`src/rtl/lsu_ctrl.sv`:
```
// -----------------------------------------------------------------------------
// lsu_ctrl
//
// Load/store control stage in front of the data memory (DMEM). It accepts one
// load or store request at a time on a valid/ready channel and checks its
// size, range and alignment. A legal request becomes a single-cycle DMEM read
// or write strobe. The result is returned on a valid/ready response channel
// as read data plus an error code. Only one request is in flight at a time:
// REQ_READY is low from acceptance until the response handshake completes.
//
// Build option:
//   LSU_MISALIGN_TRAP_EN  defined   : misaligned half/word requests fault with
//                                     RSP_ERR=01 and never reach DMEM.
//                         undefined : misaligned requests are not faulted. The
//                                     low address bits are cleared (half: bit 0,
//                                     word: bits [1:0]) and the access proceeds.
//
// Parameters:
//   ADDR_W         DMEM byte-address width. REQ_ADDR[31:ADDR_W] must be zero.
//
// Ports:
//   CLK            clock; all logic runs on the rising edge
//   RST_N          synchronous active-low reset
//   REQ_VALID      request valid
//   REQ_READY      request ready (high only in IDLE and out of reset)
//   REQ_WE         1 = store, 0 = load
//   REQ_SIZE       00 byte, 01 half, 10 word, 11 illegal
//   REQ_SIGN       load sign-extend select (passed through to DMEM)
//   REQ_ADDR       byte address
//   REQ_WDATA      store data, LSB-aligned
//   RSP_VALID      response valid
//   RSP_READY      response ready
//   RSP_RDATA      load data; 0 for stores and faults
//   RSP_ERR        00 ok, 01 misaligned, 10 out-of-range, 11 illegal size
//   DMEM_RDEN      DMEM read strobe (one cycle)
//   DMEM_WEN       DMEM write strobe (one cycle)
//   DMEM_BYTE_SEL  access size to DMEM, encoded as REQ_SIZE
//   DMEM_SIGN      extension select to DMEM
//   DMEM_ADDR      byte address to DMEM
//   DMEM_WDATA     write data to DMEM
//   DMEM_RDATA     DMEM read data, valid the cycle after the RDEN strobe
// -----------------------------------------------------------------------------
module lsu_ctrl #(
  parameter int ADDR_W = 14
) (
  input  logic              CLK,
  input  logic              RST_N,
  input  logic              REQ_VALID,
  output logic              REQ_READY,
  input  logic              REQ_WE,
  input  logic [1:0]        REQ_SIZE,
  input  logic              REQ_SIGN,
  input  logic [31:0]       REQ_ADDR,
  input  logic [31:0]       REQ_WDATA,
  output logic              RSP_VALID,
  input  logic              RSP_READY,
  output logic [31:0]       RSP_RDATA,
  output logic [1:0]        RSP_ERR,
  output logic              DMEM_RDEN,
  output logic              DMEM_WEN,
  output logic [1:0]        DMEM_BYTE_SEL,
  output logic              DMEM_SIGN,
  output logic [ADDR_W-1:0] DMEM_ADDR,
  output logic [31:0]       DMEM_WDATA,
  input  logic [31:0]       DMEM_RDATA
);

  localparam logic [1:0] SZ_BYTE = 2'b00;
  localparam logic [1:0] SZ_HALF = 2'b01;
  localparam logic [1:0] SZ_WORD = 2'b10;
  localparam logic [1:0] SZ_ILL  = 2'b11;

  localparam logic [1:0] ERR_OK    = 2'b00;
  localparam logic [1:0] ERR_MIS   = 2'b01;
  localparam logic [1:0] ERR_RANGE = 2'b10;
  localparam logic [1:0] ERR_SIZE  = 2'b11;

  typedef enum logic [1:0] {
    IDLE  = 2'b00,
    ISSUE = 2'b01,
    WAIT  = 2'b10,
    RESP  = 2'b11
  } state_t;

  state_t              state_reg;
  logic                we_reg;
  logic                rsp_valid_reg;
  logic [31:0]         rsp_rdata_reg;
  logic [1:0]          rsp_err_reg;
  logic                dmem_rden_reg;
  logic                dmem_wen_reg;
  logic [1:0]          dmem_byte_sel_reg;
  logic                dmem_sign_reg;
  logic [ADDR_W-1:0]   dmem_addr_reg;
  logic [31:0]         dmem_wdata_reg;

  logic                range_bad;
  logic [1:0]          fault_code;
  logic [ADDR_W-1:0]   addr_issue;

  // ---------------------------------------------------------------------------
  // Request checks (evaluated on the live request; only used at acceptance)
  // ---------------------------------------------------------------------------

  // Any set bit above the DMEM window is out of range. With a full 32-bit
  // window there is nothing to check.
  generate
    if (ADDR_W < 32) begin : g_range
      assign range_bad = |REQ_ADDR[31:ADDR_W];
    end else begin : g_no_range
      assign range_bad = 1'b0;
    end
  endgenerate

`ifdef LSU_MISALIGN_TRAP_EN
  logic misaligned;
  assign misaligned = ((REQ_SIZE == SZ_HALF) && REQ_ADDR[0]) ||
                      ((REQ_SIZE == SZ_WORD) && (REQ_ADDR[1:0] != 2'b00));
`endif

  // Priority: illegal size, then out-of-range, then misalignment.
  always_comb begin
    fault_code = ERR_OK;
    if (REQ_SIZE == SZ_ILL) begin
      fault_code = ERR_SIZE;
    end else if (range_bad) begin
      fault_code = ERR_RANGE;
`ifdef LSU_MISALIGN_TRAP_EN
    end else if (misaligned) begin
      fault_code = ERR_MIS;
`endif
    end
  end

  // Address presented to DMEM. When misalignment is not trapped, it is
  // silently rounded down to the natural boundary of the access size.
  always_comb begin
    addr_issue = REQ_ADDR[ADDR_W-1:0];
`ifndef LSU_MISALIGN_TRAP_EN
    if (REQ_SIZE == SZ_HALF) begin
      addr_issue[0] = 1'b0;
    end else if (REQ_SIZE == SZ_WORD) begin
      addr_issue[1:0] = 2'b00;
    end
`endif
  end

  // ---------------------------------------------------------------------------
  // Control FSM with registered outputs
  // ---------------------------------------------------------------------------
  always_ff @(posedge CLK) begin
    if (!RST_N) begin
      state_reg         <= IDLE;
      we_reg            <= 1'b0;
      rsp_valid_reg     <= 1'b0;
      rsp_rdata_reg     <= '0;
      rsp_err_reg       <= ERR_OK;
      dmem_rden_reg     <= 1'b0;
      dmem_wen_reg      <= 1'b0;
      dmem_byte_sel_reg <= SZ_BYTE;
      dmem_sign_reg     <= 1'b0;
      dmem_addr_reg     <= '0;
      dmem_wdata_reg    <= '0;
    end else begin
      // Strobes are single-cycle: they are raised only on the transition
      // into ISSUE and fall back on the next edge.
      dmem_rden_reg <= 1'b0;
      dmem_wen_reg  <= 1'b0;

      case (state_reg)
        IDLE: begin
          if (REQ_VALID) begin
            we_reg <= REQ_WE;
            if (fault_code != ERR_OK) begin
              // Faults bypass DMEM entirely; the DMEM-side registers keep
              // their previous contents.
              rsp_valid_reg <= 1'b1;
              rsp_rdata_reg <= '0;
              rsp_err_reg   <= fault_code;
              state_reg     <= RESP;
            end else begin
              dmem_rden_reg     <= ~REQ_WE;
              dmem_wen_reg      <= REQ_WE;
              dmem_byte_sel_reg <= REQ_SIZE;
              dmem_sign_reg     <= REQ_SIGN;
              dmem_addr_reg     <= addr_issue;
              dmem_wdata_reg    <= REQ_WDATA;
              state_reg         <= ISSUE;
            end
          end
        end

        ISSUE: begin
          if (we_reg) begin
            rsp_valid_reg <= 1'b1;
            rsp_rdata_reg <= '0;
            rsp_err_reg   <= ERR_OK;
            state_reg     <= RESP;
          end else begin
            state_reg <= WAIT;
          end
        end

        WAIT: begin
          // DMEM registered the read on the edge that ended ISSUE, so its
          // data is present during this cycle.
          rsp_valid_reg <= 1'b1;
          rsp_rdata_reg <= DMEM_RDATA;
          rsp_err_reg   <= ERR_OK;
          state_reg     <= RESP;
        end

        RESP: begin
          if (RSP_READY) begin
            rsp_valid_reg <= 1'b0;
            state_reg     <= IDLE;
          end
        end

        default: begin
          state_reg <= IDLE;
        end
      endcase
    end
  end

  // Ready is gated by the reset input so that no request is acknowledged
  // while reset is being applied.
  assign REQ_READY     = RST_N && (state_reg == IDLE);

  assign RSP_VALID     = rsp_valid_reg;
  assign RSP_RDATA     = rsp_rdata_reg;
  assign RSP_ERR       = rsp_err_reg;
  assign DMEM_RDEN     = dmem_rden_reg;
  assign DMEM_WEN      = dmem_wen_reg;
  assign DMEM_BYTE_SEL = dmem_byte_sel_reg;
  assign DMEM_SIGN     = dmem_sign_reg;
  assign DMEM_ADDR     = dmem_addr_reg;
  assign DMEM_WDATA    = dmem_wdata_reg;

endmodule

```
`config.mk`:
```
export PLATFORM = sky130hd
export DESIGN_NAME = lsu_ctrl
export DESIGN_NICKNAME = d
export VERILOG_FILES = /design/src/rtl/lsu_ctrl.sv
export SDC_FILE = /design/constraint.sdc
export NUM_CORES = 1
export LEC_CHECK = 0
export ABC_AREA = 1
export CORE_MARGIN = 4
export CORE_UTILIZATION = 44
export DETAILED_ROUTE_END_ITERATION = 10
export GPL_TIMING_DRIVEN = 0
export PLACE_DENSITY = 0.86
export SYNTH_ARGS = -nofsm -noshare
export SYNTH_HDL_FRONTEND = slang
export SYNTH_SLANG_ARGS = --single-unit
```
`constraint.sdc`:
```
create_clock -name CLK -period 4.7 [get_ports CLK]
set_clock_uncertainty 0.15 [all_clocks]
set_input_delay 0.94 -clock CLK [delete_from_list [all_inputs] [get_ports CLK]]
set_output_delay 0.94 -clock CLK [all_outputs]
set_load 0.01 [all_outputs]
```
## After elaboration in Yosys (flattened, before gate mapping)

Cells that the tools add are included.

| word-level totals | value |
|---|---|
| memories kept | 0 |
| word-level logic and storage cells | 60 |
| bits in writable memories | 0 |
| bits in latches | 0 |
| input port bits | 104 |
| bits in read-only memories | 0 |
| register bits after elaboration | 89 |

| cells by class | value |
|---|---|
| shifts and indexed selects | 0 |
| equal/unequal tests | 10 |
| $lt $le $gt $ge | 0 |
| add/sub/neg operators | 0 |
| divide/modulo/power cells | 0 |
| reduce and logical (&&, ||, !) cells | 11 |
| bitwise gates (word level) | 5 |
| muxes and demuxes | 23 |
| multipliers | 0 |

Operators with widths:

| operator | number |
|---|---|
| 2-to-1 mux 32 bit | 3 |
| case mux 32 bit (3 select lines) | 1 |
| 2-to-1 mux 2 bit | 9 |
| OR reduction 18 bit | 1 |
| equality test 2 bit (second input constant) | 4 |
| != test 2 bit (second input constant) | 4 |
| case mux 2 bit (4 select lines) | 1 |
| AND reduction 4 bit | 2 |
| 2-to-1 mux 1 bit | 7 |
| case mux 2 bit (3 select lines) | 1 |
| NOT 1 bit | 5 |
| equality test 2 x 1 -> 1 bit (second input constant) | 2 |
| case mux 1 bit (4 select lines) | 1 |
| AND reduction 2 bit | 2 |
| OR reduction 4 bit | 1 |
| AND reduction 3 bit | 1 |
| nonzero test 3 bit | 1 |
| logical NOT 2 bit | 1 |
| nonzero test 2 bit | 1 |
| logical AND 1 bit | 1 |

## Longest topological paths before layout

Gate-level depths: netlist (run 1).

| depth | value |
|---|---|
| word-level depth | 7 |
| mapped depth | 10 |
| mapped depth without buffers | 9 |

## Worst setup path before layout (run 1)

OpenSTA, ideal clock, no wires.

| timing | value |
|---|---|
| kind | input port to output port |
| from | input RST_N |
| to | output REQ_READY |
| slack | 2.002 ns |
| stages | 4 |
| data arrival time | 1.608 ns |
| path through | clkbuf_1 > clkbuf_1 > nand2_1 > inv_1 |

| on the way | value |
|---|---|
| longest elaborated chain between the ends | 1 |

Ends and longest elaborated chain:

| item | line | source |
|---|---|---|
| start, declared | 47 | `input logic RST_N,` |
| logical AND 1 bit | 229 | `assign REQ_READY = RST_N && (state_reg == IDLE);` |
| end, declared | 49 | `output logic REQ_READY,` |

Every way passes these cells.

## Worst setup path after layout (run 1)

Same ends and word-level chain as after synthesis.

==> results of run 1 <==
worst max-delay path, delay by kind of cell:
family,cells,cell delay (ns)
buffers and inverters,4,1.49
and+or+nand+nor,1,0.10
cell type report:
cell class,instances,area (um2),area share (%)
sequential,89,1780,28.6
tap,108,135,2.17
multi-input combinational,375,1670,26.9
inverter,81,304,4.89
clock buffer,11,151,2.43
clock inverter,5,110,1.77
timing repair buffer,189,1890,30.4
buffer,36,174,2.80
cell families after synthesis:
logic type               count (synthesis)
AO/OA/AOI/OAI                           57
adder cells (fa/ha/maj)                  6
buffers and inverters                  117
flip-flops                              89
AND/OR/NAND/NOR                        312
synth_stat cells, types with 2 or more instances:
cell type	n	area, um2
sky130_fd_sc_hd__buf_6	3	33.8
sky130_fd_sc_hd__dfxtp_1	89	1780
sky130_fd_sc_hd__ha_1	6	75.1
sky130_fd_sc_hd__nand2_1	118	443
sky130_fd_sc_hd__nor2_4	2	22.5
sky130_fd_sc_hd__inv_1	80	300
sky130_fd_sc_hd__a21oi_1	4	20.0
sky130_fd_sc_hd__nor2_2	3	18.8
sky130_fd_sc_hd__nand3_1	4	20.0
sky130_fd_sc_hd__nor2_1	147	552
sky130_fd_sc_hd__o21ai_0	42	210
sky130_fd_sc_hd__clkbuf_1	19	71.3
sky130_fd_sc_hd__o21ai_1	10	50.1
sky130_fd_sc_hd__nand4_1	29	181
sky130_fd_sc_hd__buf_2	13	65.1
sky130_fd_sc_hd__nand2_2	3	18.8
through the flow:
step / util [%] / hold WS [ns] / area [um2] / setup slack [ns] / instances
6_report: 71.3 / 0.337 / 6220 / 1.07 / 894
5_1_grt: 71.3 / 0.364 / 6220 / 0.888 / 894
4_1_cts: 71.3 / 0.333 / 6220 / 1.02 / 894
3_5_place_dp: 68.4 / 0.314 / 5960 / 1.02 / 878
3_3_place_gp: 68.4 / 0.312 / 5960 / 1.06 / 878
2_1_floorplan: - / 0.294 / 3930 / 2.00 / 581
metal layers:
layer,global-route usage [%],up-vias
met3,9.40,5
met1,25.9,1939
li1,-,2172
met4,5.05,0
met5,0,-
met2,43.0,183
power by group:
| group | total (uW) | switching (uW) | internal [uW] | leakage, uW |
|---|---|---|---|---|
| logic | 1390 | 746 | 639 | 0.00187 |
| clock network | 664 | 277 | 387 | 0.000132 |
| registers | 1010 | 93.2 | 914 | 0.000724 |
| total | 3060 | 1120 | 1940 | 0.00273 |
final timing paths:
check / from / endpoint / cells after the start
min: we_reg / we_reg / 2
max: RST_N / REQ_READY / 5
min reg2reg: we_reg / we_reg / 2
max reg2reg: state_reg[0] / RSP_RDATA[20] / 10
==> results.tsv, run 1 <==
stage	metric	value	unit
run_status	run_status	completed	
routing	detail_route.wirelength	12.4	mm
routing	wl_on_met1	4.65	mm
clock_tree	clock_slew_at_the_register_clock_pins_of_the_worst_setup_and_hold_paths	0.08	ns
synthesis	synth_fa_ha_area_share	1.91	%
pwr	p_total	3060	uW
routing	maxUsedRoutingLayer	met4	
floorplan	floorplan.rows	34	
floorplan	floorplan.die_area	10500	um2
pwr	vdd.ir_drop.worst	0.210	mV
setup_path	cp_slowest_cell	sky130_fd_sc_hd__clkdlybuf4s50_1	
setup_path	kind_of_critical_path	in -> out	
synthesis	yosys.area_share.simple	33.3	%
timing	setup_viol	0	
routing	route.detailed.wl_per_inst	13.9	um
global_route	first_global_vias	4174	
cells_and_area	fillCellCount	682	
floorplan	die-width	103	um
routing	first_iter_violations	137	
synthesis	postSynth.asyncResetShare	0	%
cells_and_area	layout_commonest_cell	sky130_fd_sc_hd__clkdlybuf4s50_1	
floorplan	start_util	45.1	%
routing	route.vias.total	4299	
synthesis	compound_cell_area_share_of_the_yosys_netlist	7.32	%
synthesis	synth-seq-cells	89	
clock_tree	clk_root_buffer_cell	sky130_fd_sc_hd__clkbuf_8	
floorplan	core	8720	um2
setup_path	cp.arrival	2.54	ns
synthesis	synth_xor_area_share	0	%
synthesis	synth_area_per_cell	6.77	um2
timing	final_max_slew_viol_count	0	
setup_path	r2r_slack	2.56	ns
hold_path	holdCritPathClass	reg -> reg	
clock_tree	postCtsHoldBufs	0	
setup_path	critical_path.most_common_cell	sky130_fd_sc_hd__clkbuf_1	
placement	routabilityCongestion	0.911	
synthesis	yosysSeqAreaShare	45.3	%
timing	final-hold-violation-count	0	
timing	rsz_0062_raised_after_global_routing	no	
synthesis	synth_top_family_by_area	simple AND/OR/NAND/NOR gates	
synthesis	synth_warnings	0	
routing	postRouteAntennaNets	0	
cells_and_area	areaGrowthSynthToFinish	58.2	%
setup_path	critical_path.cell_chain	clkbuf_1 > clkbuf_1 > nand2_1 > inv_1 > clkdlybuf4s50_1	
setup_path	cp_max_fo	10	
synthesis	synth_ff_type	sky130_fd_sc_hd__dfxtp_1	
placement	dp_hpwl	9.59	mm
cells_and_area	final_cell_mix	sky130_fd_sc_hd__clkdlybuf4s50_1, sky130_fd_sc_hd__nor2_1, sky130_fd_sc_hd__nand2_1	
synthesis	synth_cell_type_count	25	
clock_tree	tritoncts.num_buffers	9	
clock_tree	cts.htree.levels	3	
timing	final.min_clock_period	3.63	ns
floorplan	num_ports	191	
floorplan	chipHeight	103	um
routing	detailroute.wirelength.met2	6.21	mm
routing	viasPerCell	4.81	
setup_path	cp.required	3.61	ns
synthesis	postSynthNetCount	691	
synthesis	synth_mux_area_share	0	%
synthesis	syn_area	3930	um2
routing	drc	0	
global_route	track_usage	23.6	%
global_route	overflow	0	
cells_and_area	post_route_cells_drive_above_1_share	5.60	%
timing	setup_tns	0	ns
clock_tree	clock_latency_reported_for_the_late_side_of_the_worst_skew_pair	0.34	ns
placement	portBuffers	189	
synthesis	synthCells	581	
clock_tree	post_cts_buffers	0	
timing	tightest_slew	0.539	ns
cells_and_area	num-nets-final	891	
setup_path	startpoint_type	input port	
clock_tree	cts_tree	yes	
cells_and_area	antenna_cells_inserted	0	
pwr	leakage	0.00273	uW
timing	maxClockFrequency	275	MHz
synthesis	edff_count_synth	0	
routing	drt_pre_antenna_iters	5	
setup_path	cp_slowest_stage_delay	0.54	ns
global_route	grt_start_max_net_pins	16	
timing	max-slew-margin-rel	64.1	%
global_route	antenna_found_initial	0	
pwr	power-per-cell-area	491	nW/um2
run	maxCapViolCount	0	
clock_tree	clock_sink_count	89	
setup_path	worstSetupEndpointType	primary output	
clock_tree	cts.repair.resized	0	
routing	met3WireLength	1.47	mm
clock_tree	clockBufferDepth	2	
timing	min_period_over_period	77.3	%
global_route	grt_pass1_wl	19.5	mm
(Power assumes the default switching activity.)
==> inputs of run 2 (changes only) <==
--- a/config.mk
+++ b/config.mk
@@ -7,10 +7,10 @@
 export LEC_CHECK = 0
 export ABC_AREA = 1
 export CORE_MARGIN = 4
-export CORE_UTILIZATION = 44
+export CORE_UTILIZATION = 41
 export DETAILED_ROUTE_END_ITERATION = 10
 export GPL_TIMING_DRIVEN = 0
-export PLACE_DENSITY = 0.86
+export PLACE_DENSITY = 0.81
 export SYNTH_ARGS = -nofsm -noshare
 export SYNTH_HDL_FRONTEND = slang
 export SYNTH_SLANG_ARGS = --single-unit
==> constraint.sdc (replaced) <==
create_clock -name CLK -period 3.5 [get_ports CLK]
set_clock_uncertainty 0.15 [all_clocks]
set_input_delay 0.7 -clock CLK [delete_from_list [all_inputs] [get_ports CLK]]
set_output_delay 0.7 -clock CLK [all_outputs]
set_load 0.01 [all_outputs]
==> run 2 against run 1 <==
Compared with the run above: non-clock buffer count stayed put; critical path depth stayed put; sequential power is 34% higher; utilization is 4.3 points lower; hold slack worse by 0.0068 ns; largest power group unchanged; final area hardly changed; combinational power is 32% higher; cell count is 2.3% higher; via count is 3.3% lower.
==> results.tsv, run 2 (synthesis results as in run 1) <==
stage	metric	value	unit	change
run_status	run_status	completed		
clock_tree	clock_sink_count	89		unchanged
timing	tightest_slew	0.498	ns	-0.0407 ns
cells_and_area	num-nets-final	891		unchanged
global_route	track_usage	21.4	%	-2.2 points
timing	final.min_clock_period	3.08	ns	
floorplan	num_ports	191		unchanged
timing	setup_viol	0		unchanged
setup_path	startpoint_type	input port		
routing	route.detailed.wl_per_inst	13.1	um	-5.4%
clock_tree	cts.repair.resized	0		unchanged
routing	detail_route.wirelength	12.0	mm	-3.2%
setup_path	cp_max_fo	10		unchanged
global_route	antenna_found_initial	0		unchanged
setup_path	worstSetupEndpointType	primary output		
clock_tree	clk_root_buffer_cell	sky130_fd_sc_hd__clkbuf_8		
global_route	overflow	0		unchanged
timing	setup_slack	0.420	ns	-0.649 ns
floorplan	floorplan.rows	35		+2.9%
run	maxCapViolCount	0		unchanged
clock_tree	cts_tree	yes		
routing	first_iter_violations	100		-27%
setup_path	critical_path.most_common_cell	sky130_fd_sc_hd__clkbuf_1		
setup_path	cp.required	2.65	ns	-0.96 ns
setup_path	cp.arrival	2.23	ns	-0.31 ns
clock_tree	clockBufferDepth	2		unchanged
setup_path	cp_slowest_stage_delay	0.53	ns	about the same
timing	maxClockFrequency	325	MHz	
global_route	first_global_vias	4116		-1.4%
timing	setup_tns	0	ns	unchanged
floorplan	chipHeight	106	um	+3.3%
clock_tree	clock_slew_at_the_register_clock_pins_of_the_worst_setup_and_hold_paths	0.09	ns	about the same
routing	drc	0		unchanged
hold_path	holdCritPathClass	reg -> reg		
timing	max-slew-margin-rel	66.8	%	+2.7 points
routing	route.vias.total	4156		-3.3%
global_route	grt_pass1_wl	19.4	mm	-0.56%
setup_path	cp_slowest_cell	sky130_fd_sc_hd__clkdlybuf4s50_1		
floorplan	start_util	42.4	%	-2.7 points
timing	final_max_slew_viol_count	0		unchanged
timing	min_period_over_period	88.0	%	
cells_and_area	areaGrowthSynthToFinish	58.2	%	about the same
cells_and_area	antenna_cells_inserted	0		unchanged
floorplan	core	9280	um2	+6.5%
cells_and_area	post_route_cells_drive_above_1_share	5.60	%	unchanged
clock_tree	clock_latency_reported_for_the_late_side_of_the_worst_skew_pair	0.34	ns	about the same
clock_tree	post_cts_buffers	0		unchanged
clock_tree	cts.htree.levels	3		unchanged
global_route	grt_start_max_net_pins	16		unchanged
placement	dp_hpwl	9.52	mm	-0.79%
clock_tree	tritoncts.num_buffers	9		unchanged
cells_and_area	layout_commonest_cell	sky130_fd_sc_hd__clkdlybuf4s50_1		
placement	portBuffers	189		unchanged
setup_path	critical_path.cell_chain	clkbuf_1 > clkbuf_1 > nand2_1 > inv_1 > clkdlybuf4s50_1		
floorplan	die-width	106	um	+3.3%
clock_tree	postCtsHoldBufs	0		unchanged
timing	rsz_0062_raised_after_global_routing	no		
placement	dp_worst_setup_slack	0.338	ns	-0.677 ns
cells_and_area	final_cell_mix	sky130_fd_sc_hd__clkdlybuf4s50_1, sky130_fd_sc_hd__nor2_1, sky130_fd_sc_hd__nand2_1		
setup_path	kind_of_critical_path	in -> out		
timing	final-hold-violation-count	0		unchanged
routing	postRouteAntennaNets	0		unchanged
pwr	power-per-cell-area	643	nW/um2	+31%
placement	routabilityCongestion	0.897		-1.5%
pwr	leakage	0.00272	uW	-0.57%
floorplan	floorplan.die_area	11200	um2	+6.7%
routing	drt_pre_antenna_iters	4		-1
routing	viasPerCell	4.54		-5.5%
pwr	vdd.ir_drop.worst	0.281	mV	+34%
-- run 2: worst paths after layout --
check,slack [ns],start,cells past startpoint,to
worst max-delay path,0.42,RST_N,5,REQ_READY
worst min-delay path,0.33,we_reg,2,we_reg
worst max register to register,1.45,state_reg[0],10,RSP_RDATA[12]
worst min register to register,0.33,we_reg,2,we_reg
-- run 2: layout make-up --
class	instances	area (um2)
clock inverters	5	85.1
repair buffers	189	1890
multi-input cells	375	1670
well taps	129	161
clock buffers	11	151
plain buffers	36	174
flip-flops and latches	89	1780
fillers	803	3060
inverters	81	304
-- run 2: worst max-delay path, delay by kind of cell --
| kind | cells | cell delay (ns) |
|---|---|---|
| buf+inv | 4 | 1.42 |
| simple gates | 1 | 0.10 |
-- run 2: metal layers --
layer	vias to the layer above	GRT usage, %	share of wire [%]	routed length [um]
met1	1805	21.8	37	4450
li1	2163	-	-	-
met5	-	0	0	0
met4	0	7.96	1.9	222
met3	17	10.4	13	1540
met2	171	38.0	48	5770
-- run 2: per-stage QoR --
step                instance area [um2]  util [%]  hold WS [ns]  instances  total power [uW]
global placement                   5990      64.5         0.312        899              3150
detailed placement                 5990      64.5         0.319        899              3200
floorplan                          3930         -         0.294        581              2450
CTS                                6220      67.0         0.334        915              4030
global route                       6220      67.0         0.359        915              4330
finish                             6220      67.0         0.330        915              4000
-- run 2: power breakdown --
| part | total [uW] | internal [uW] | leakage, uW | switching [uW] |
|---|---|---|---|---|
| clock network | 822 | 446 | 0.000116 | 377 |
| registers | 1350 | 1230 | 0.000724 | 118 |
| logic | 1830 | 859 | 0.00187 | 973 |
| total | 4000 | 2530 | 0.00272 | 1470 |
==> inputs of run 3 (changes only) <==
--- a/config.mk
+++ b/config.mk
@@ -6,8 +6,10 @@
 export NUM_CORES = 1
 export LEC_CHECK = 0
 export ABC_AREA = 1
+export CAP_MARGIN = 0
 export CORE_MARGIN = 4
 export CORE_UTILIZATION = 41
+export CTS_CLUSTER_DIAMETER = 60
 export DETAILED_ROUTE_END_ITERATION = 10
 export GPL_TIMING_DRIVEN = 0
 export PLACE_DENSITY = 0.81
==> results of run 3 <==
The final DEF is identical to that of run 2; final timing and power are the same.
